===== config.mk =====
export PLATFORM = sky130hd
export DESIGN_NAME = mc_sequencer
export DESIGN_NICKNAME = d
export VERILOG_FILES = /design/src/rtl/mc_pkg.sv /design/src/rtl/mc_seq_decode.sv /design/src/rtl/mc_sequencer.sv
export SDC_FILE = /design/constraint.sdc
export NUM_CORES = 1
export LEC_CHECK = 0
export CORE_AREA = 3 3 90 92
export CTS_BUF_LIST = sky130_fd_sc_hd__clkbuf_2
export CTS_CLUSTER_SIZE = 24
export DETAILED_ROUTE_END_ITERATION = 8
export DIE_AREA = 0 0 93 95
export MAX_ROUTING_LAYER = met4
export PLACE_DENSITY = 0.61
export SYNTH_ARGS = -nofsm -noshare
export SYNTH_HDL_FRONTEND = slang
export SYNTH_SLANG_ARGS = --single-unit
export TNS_END_PERCENT = 100

===== constraint.sdc =====
create_clock -name clk -period 3.4 [get_ports clk]
set_input_delay 0.68 -clock clk [delete_from_list [all_inputs] [get_ports clk]]
set_output_delay 0.68 -clock clk [all_outputs]
set_load 0.01 [all_outputs]

===== src/rtl/mc_pkg.sv =====
// ============================================================================
// mc_pkg : shared state, PC-select and op-bit encodings for the sequencer
// Rev 1.0 : initial release
// ============================================================================
`default_nettype none

package mc_pkg;

  typedef enum logic [2:0] {
    ST_FETCH  = 3'd0,
    ST_DECODE = 3'd1,
    ST_EXEC   = 3'd2,
    ST_MEM    = 3'd3,
    ST_WB     = 3'd4,
    ST_HALT   = 3'd7
  } state_e;

  localparam logic [1:0] PCSEL_PC4 = 2'd0;
  localparam logic [1:0] PCSEL_BR  = 2'd1;
  localparam logic [1:0] PCSEL_J   = 2'd2;
  localparam logic [1:0] PCSEL_JR  = 2'd3;

  localparam int OP_W    = 9;
  localparam int OP_ADDU = 0;
  localparam int OP_SUBU = 1;
  localparam int OP_ORI  = 2;
  localparam int OP_LW   = 3;
  localparam int OP_SW   = 4;
  localparam int OP_BEQ  = 5;
  localparam int OP_LUI  = 6;
  localparam int OP_JAL  = 7;
  localparam int OP_JR   = 8;

  function automatic logic is_onehot(input logic [OP_W-1:0] v);
    return (v != '0) && ((v & (v - OP_W'(1))) == '0);
  endfunction

endpackage

`default_nettype wire


===== src/rtl/mc_seq_decode.sv =====
// ============================================================================
// mc_seq_decode : per-state strobe and next-state mapping (purely combinational)
// Rev 1.0 : initial release
// ============================================================================
`default_nettype none

module mc_seq_decode
  import mc_pkg::*;
(
  input  state_e          state,
  input  logic [OP_W-1:0] op,
  input  logic            equal,
  input  logic            mem_ready,
  output state_e          next_state,
  output logic            set_illegal,
  output logic            mem_req,
  output logic            mem_is_data,
  output logic            mem_we,
  output logic            ir_write,
  output logic            pc_write,
  output logic [1:0]      pc_sel,
  output logic            grf_write,
  output logic            retire
);

  always_comb begin
    next_state  = state;
    set_illegal = 1'b0;
    mem_req     = 1'b0;
    mem_is_data = 1'b0;
    mem_we      = 1'b0;
    ir_write    = 1'b0;
    pc_write    = 1'b0;
    pc_sel      = PCSEL_PC4;
    grf_write   = 1'b0;
    retire      = 1'b0;
    case (state)
      ST_FETCH: begin
        mem_req = 1'b1;
        if (mem_ready) begin
          ir_write   = 1'b1;
          pc_write   = 1'b1;
          next_state = ST_DECODE;
        end
      end
      ST_DECODE: begin
        if (!is_onehot(op)) begin
          set_illegal = 1'b1;
          next_state  = ST_HALT;
        end else if (op[OP_JAL]) begin
          // PC already holds PC+4 from FETCH, so ra is written from PC here
          grf_write  = 1'b1;
          pc_write   = 1'b1;
          pc_sel     = PCSEL_J;
          retire     = 1'b1;
          next_state = ST_FETCH;
        end else if (op[OP_JR]) begin
          pc_write   = 1'b1;
          pc_sel     = PCSEL_JR;
          retire     = 1'b1;
          next_state = ST_FETCH;
        end else begin
          next_state = ST_EXEC;
        end
      end
      ST_EXEC: begin
        if (op[OP_BEQ]) begin
          pc_write   = equal;
          pc_sel     = PCSEL_BR;
          retire     = 1'b1;
          next_state = ST_FETCH;
        end else if (op[OP_LW] || op[OP_SW]) begin
          next_state = ST_MEM;
        end else begin
          next_state = ST_WB;
        end
      end
      ST_MEM: begin
        mem_req     = 1'b1;
        mem_is_data = 1'b1;
        mem_we      = op[OP_SW];
        if (mem_ready) begin
          if (op[OP_SW]) begin
            retire     = 1'b1;
            next_state = ST_FETCH;
          end else begin
            next_state = ST_WB;
          end
        end
      end
      ST_WB: begin
        grf_write  = 1'b1;
        retire     = 1'b1;
        next_state = ST_FETCH;
      end
      default: next_state = ST_HALT;
    endcase
  end

endmodule

`default_nettype wire


===== src/rtl/mc_sequencer.sv =====
// ============================================================================
// mc_sequencer : multi-cycle FETCH/DECODE/EXEC/MEM/WB control for the MIPS core
// Rev 1.0 : initial release
// ============================================================================
`default_nettype none

module mc_sequencer
  import mc_pkg::*;
#(
  parameter int CNT_W = 32
) (
  input  logic             clk,
  input  logic             reset,
  input  logic [8:0]       op,
  input  logic             equal,
  input  logic             mem_ready,
  output logic [2:0]       state,
  output logic             mem_req,
  output logic             mem_is_data,
  output logic             mem_we,
  output logic             IR_write,
  output logic             PC_write,
  output logic [1:0]       PC_sel,
  output logic             GRF_write,
  output logic             retire,
  output logic             illegal,
  output logic [CNT_W-1:0] retired_count
);

  state_e           state_q, state_d;
  logic             illegal_q, illegal_d;
  logic [CNT_W-1:0] count_q, count_d;

  state_e     w_next_state;
  logic       w_set_illegal;
  logic       w_mem_req, w_mem_is_data, w_mem_we;
  logic       w_ir_write, w_pc_write, w_grf_write, w_retire;
  logic [1:0] w_pc_sel;

  mc_seq_decode u_decode (
    .state       (state_q),
    .op          (op),
    .equal       (equal),
    .mem_ready   (mem_ready),
    .next_state  (w_next_state),
    .set_illegal (w_set_illegal),
    .mem_req     (w_mem_req),
    .mem_is_data (w_mem_is_data),
    .mem_we      (w_mem_we),
    .ir_write    (w_ir_write),
    .pc_write    (w_pc_write),
    .pc_sel      (w_pc_sel),
    .grf_write   (w_grf_write),
    .retire      (w_retire)
  );

  always_comb begin
    state_d   = w_next_state;
    illegal_d = illegal_q | w_set_illegal;
    count_d   = w_retire ? count_q + CNT_W'(1) : count_q;
  end

  always_ff @(posedge clk) begin
    if (reset) begin
      state_q   <= ST_FETCH;
      illegal_q <= 1'b0;
      count_q   <= '0;
    end else begin
      state_q   <= state_d;
      illegal_q <= illegal_d;
      count_q   <= count_d;
    end
  end

  // Reset kills every side-effecting strobe, including an in-flight request
  assign mem_req       = w_mem_req   & ~reset;
  assign mem_is_data   = w_mem_is_data;
  assign mem_we        = w_mem_we    & ~reset;
  assign IR_write      = w_ir_write  & ~reset;
  assign PC_write      = w_pc_write  & ~reset;
  assign PC_sel        = w_pc_sel;
  assign GRF_write     = w_grf_write & ~reset;
  assign retire        = w_retire    & ~reset;
  assign state         = state_q;
  assign illegal       = illegal_q;
  assign retired_count = count_q;

endmodule

`default_nettype wire


==> results.json <==
{
  "outcome": "complete, no violations",
  "yosysWarningCount": 0,
  "fp.dieH_um": 95,
  "tightestPinTransition_ps": 573.3,
  "irDropWorstVdd_mv": 0.1439,
  "vias": 2252,
  "dieWidth_um": 93,
  "grt_max_degree": 32,
  "antenna_cells": 0,
  "start_util": 0.2992,
  "synth_edf_count": 0,
  "drt.antenna.violating_nets": 0,
  "cts_buffers": 5,
  "cts-htree-levels": 2,
  "synth-main-ff-cell": "dfxtp_1",
  "yosys.area.top_type": "dfxtp_1",
  "io_buffer_count": 57,
  "syn_inst": 269,
  "ys_seq_area_frac": 0.3303,
  "grt_pass1_wl_um": 10170,
  "synth_common_cells": "36 x dfxtp_1, 26 x a21oi_1, 20 x nor2_1, 17 x nand2_1",
  "path_class": "input pin to output pin",
  "worstSetupEndpointType": "output pin",
  "maxSlewViolCount": 0,
  "synthToLayoutAreaGrowth_pct": 37.84,
  "clk_pin_slew_worst_paths_ps": 170,
  "hold_violations": 0,
  "final_area_um2": 3008,
  "core_area_um2": 7292,
  "leakagePower_nw": 0.9522,
  "root_buffer": "clkbuf_2",
  "timing.final.crit_share": 0.9606,
  "critPathMaxFanout": 2,
  "clockBufferDepth": 2,
  "yosysMostFrequentCell": "dfxtp_1",
  "rows": 31,
  "syn_nets": 283,
  "die_area_um2": 8835,
  "fin_setup_tns_ps": 0,
  "wl_um": 6087,
  "hp-class": "register to register",
  "layout-drive-gt1-share": 0.1373,
  "syn-cell-area_um2": 2182,
  "synth_area_leaders": "dfxtp_1 33%, a21oi_1 6.0%, xnor2_1 4.4%, or4_1 4.1%, o31ai_1 3.8%",
  "cts_tree": "yes",
  "maxSlewHeadroom": 0.6178,
  "first_pass_iters": 4,
  "drc_errors": 0,
  "post-route-util": 0.4125,
  "synth_seq_cells": 36,
  "clk_latency_ps": 400,
  "syn_avg_cell_area_um2": 8.112,
  "worstPathArrival_ps": 2590,
  "wire_per_inst_um": 14.03,
  "num_io_pins": 58,
  "clkSinkCount": 36,
  "max_clock_freq_ghz": 0.3062,
  "antenna_found_initial": 0,
  "nFillCells": 766,
  "finalSetupViolCount": 0,
  "dp_hpwl_um": 4461,
  "placed_area_um2": 2932,
  "globalplace.congestion": 0.8683,
  "cp.required_ps": 2720,
  "drv_cap": 0,
  "synth.top_cell.area_share": 0.3303,
  "async_flop_share": 0,
  "dp_slack_ps": -423.7,
  "nets": 348,
  "grt_pass1_vias": 2115,
  "clock-skew-final_ps": 19.55,
  "critPathLaunchType": "input pin",
  "grtUsageTotal": 0.1463,
  "final.setup.worst_slack_ps": 134.1,
  "drt_iter0_drc": 73,
  "yosysUniqueCellTypes": 51,
  "vias_per_cell": 5.189,
  "rsz0062_at_grt": "no",
  "fin_crit_ps": 3266,
  "power.density_nw_per_um2": 398.5,
  "gr-total-overflow": 0,
  "post_cts_buffers": 0
}
[critical path, stage by stage]
cell	delay, ps
clkdlybuf4s50_1	460
nor4_4	300
nand2_1	120
or4_4	510
buf_4	160
nor2_1	90
dlygate4sd2_1	280
[layer usage]
layer  vias up  track usage  share of wire
li1       1146            -              -
met1      1041       0.1813           0.47
met2        58       0.2412           0.47
met3         7      0.03108          0.045
met4         0      0.04151          0.015
met5         -            -              0
[repair_timing]
item / in CTS / in global routing
hold endpoints to repair: 0 / 0
pin swaps: 1 / 4
hold buffers: 0 / 0
endpoints found under the setup margin: 4 / 3
gates resized for setup: 10 / 7
[layout make-up]
type / count / area [µm²] / area share
Multi-Input combinational cell: 207 / 1356 / 0.4509
Timing Repair Buffer: 79 / 725.7 / 0.2413
Sequential cell: 36 / 720.7 / 0.2396
Tap cell: 99 / 123.9 / 0.04118
Clock inverter: 3 / 37.54 / 0.01248
Clock buffer: 5 / 25.02 / 0.008319
Inverter: 5 / 18.77 / 0.006240
[where the power goes]
group	internal (mW)	leakage (nW)	switching, mW
clock network	0.120	0.0380	0.150
logic	0.216	0.623	0.206
registers	0.451	0.291	0.0551
[flip-flops by register name, indices dropped and copies added (netlist names)]
name / flops
retired_count: 32
state: 3
illegal: 1
[logic make-up after synthesis]
kind of cell,Yosys count,share of synthesized area
xor+xnor,12,0.04816
flops,36,0.3303
compound gates,71,0.2116
fa+ha+maj,2,0.01032
simple gates,119,0.3251
mux,3,0.01548
buf+inv,26,0.05905
[metrics by stage]
| stage | power, mW | std cells | hold slack, ps |
|---|---|---|---|
| floorplan | 0.7454 | 269 | 502.6 |
| global placement | 0.9345 | 426 | 475.4 |
| detailed placement | 0.9398 | 426 | 483.9 |
| CTS | 1.210 | 434 | 507.2 |
| global route | 1.278 | 434 | 528.9 |
| finish | 1.199 | 434 | 507.7 |
[worst paths after layout]
path,from,endpoint,slack (ps),cells past startpoint
worst max register to register,state[2],retired_count[14],930,6
worst min-delay path,retired_count[7],retired_count[7],510,2
worst max-delay path,op[2],PC_sel[1],130,7
worst min register to register,retired_count[7],retired_count[7],510,2
[cell usage in the layout, fill, tap and decap left out, types with 2 or more instances in the layout]
master           Yosys  final
a2111oi_1            2      2
a211oi_1             5      5
a21bo_2              2      2
a21oi_1             26     25
a31o_2               2      2
a31oi_1              3      2
and2_1               2      2
and3_1               2      2
and4_1               4      4
buf_4                2     22
clkbuf_2             0      6
clkdlybuf4s50_1      0     52
clkinv_1             0      2
dfxtp_1             36     36
dlygate4sd2_1        0      2
inv_1                5      5
mux2_2               3      3
nand2_1             17     17
nand2b_1             3      3
nand3_1             12     12
nand3b_1             2      2
nand4_1              8      8
nand4b_1             2      2
nor2_1              20     20
nor2b_1              7      7
nor3_1               9      9
nor3b_1              4      4
nor4_1               3      3
o21ai_0              9      8
o31ai_1             11     11
or3_1                6      6
or4_1               12     11
or4b_1               2      2
xnor2_1             11     11
Power figures use the tool's default switching activity.
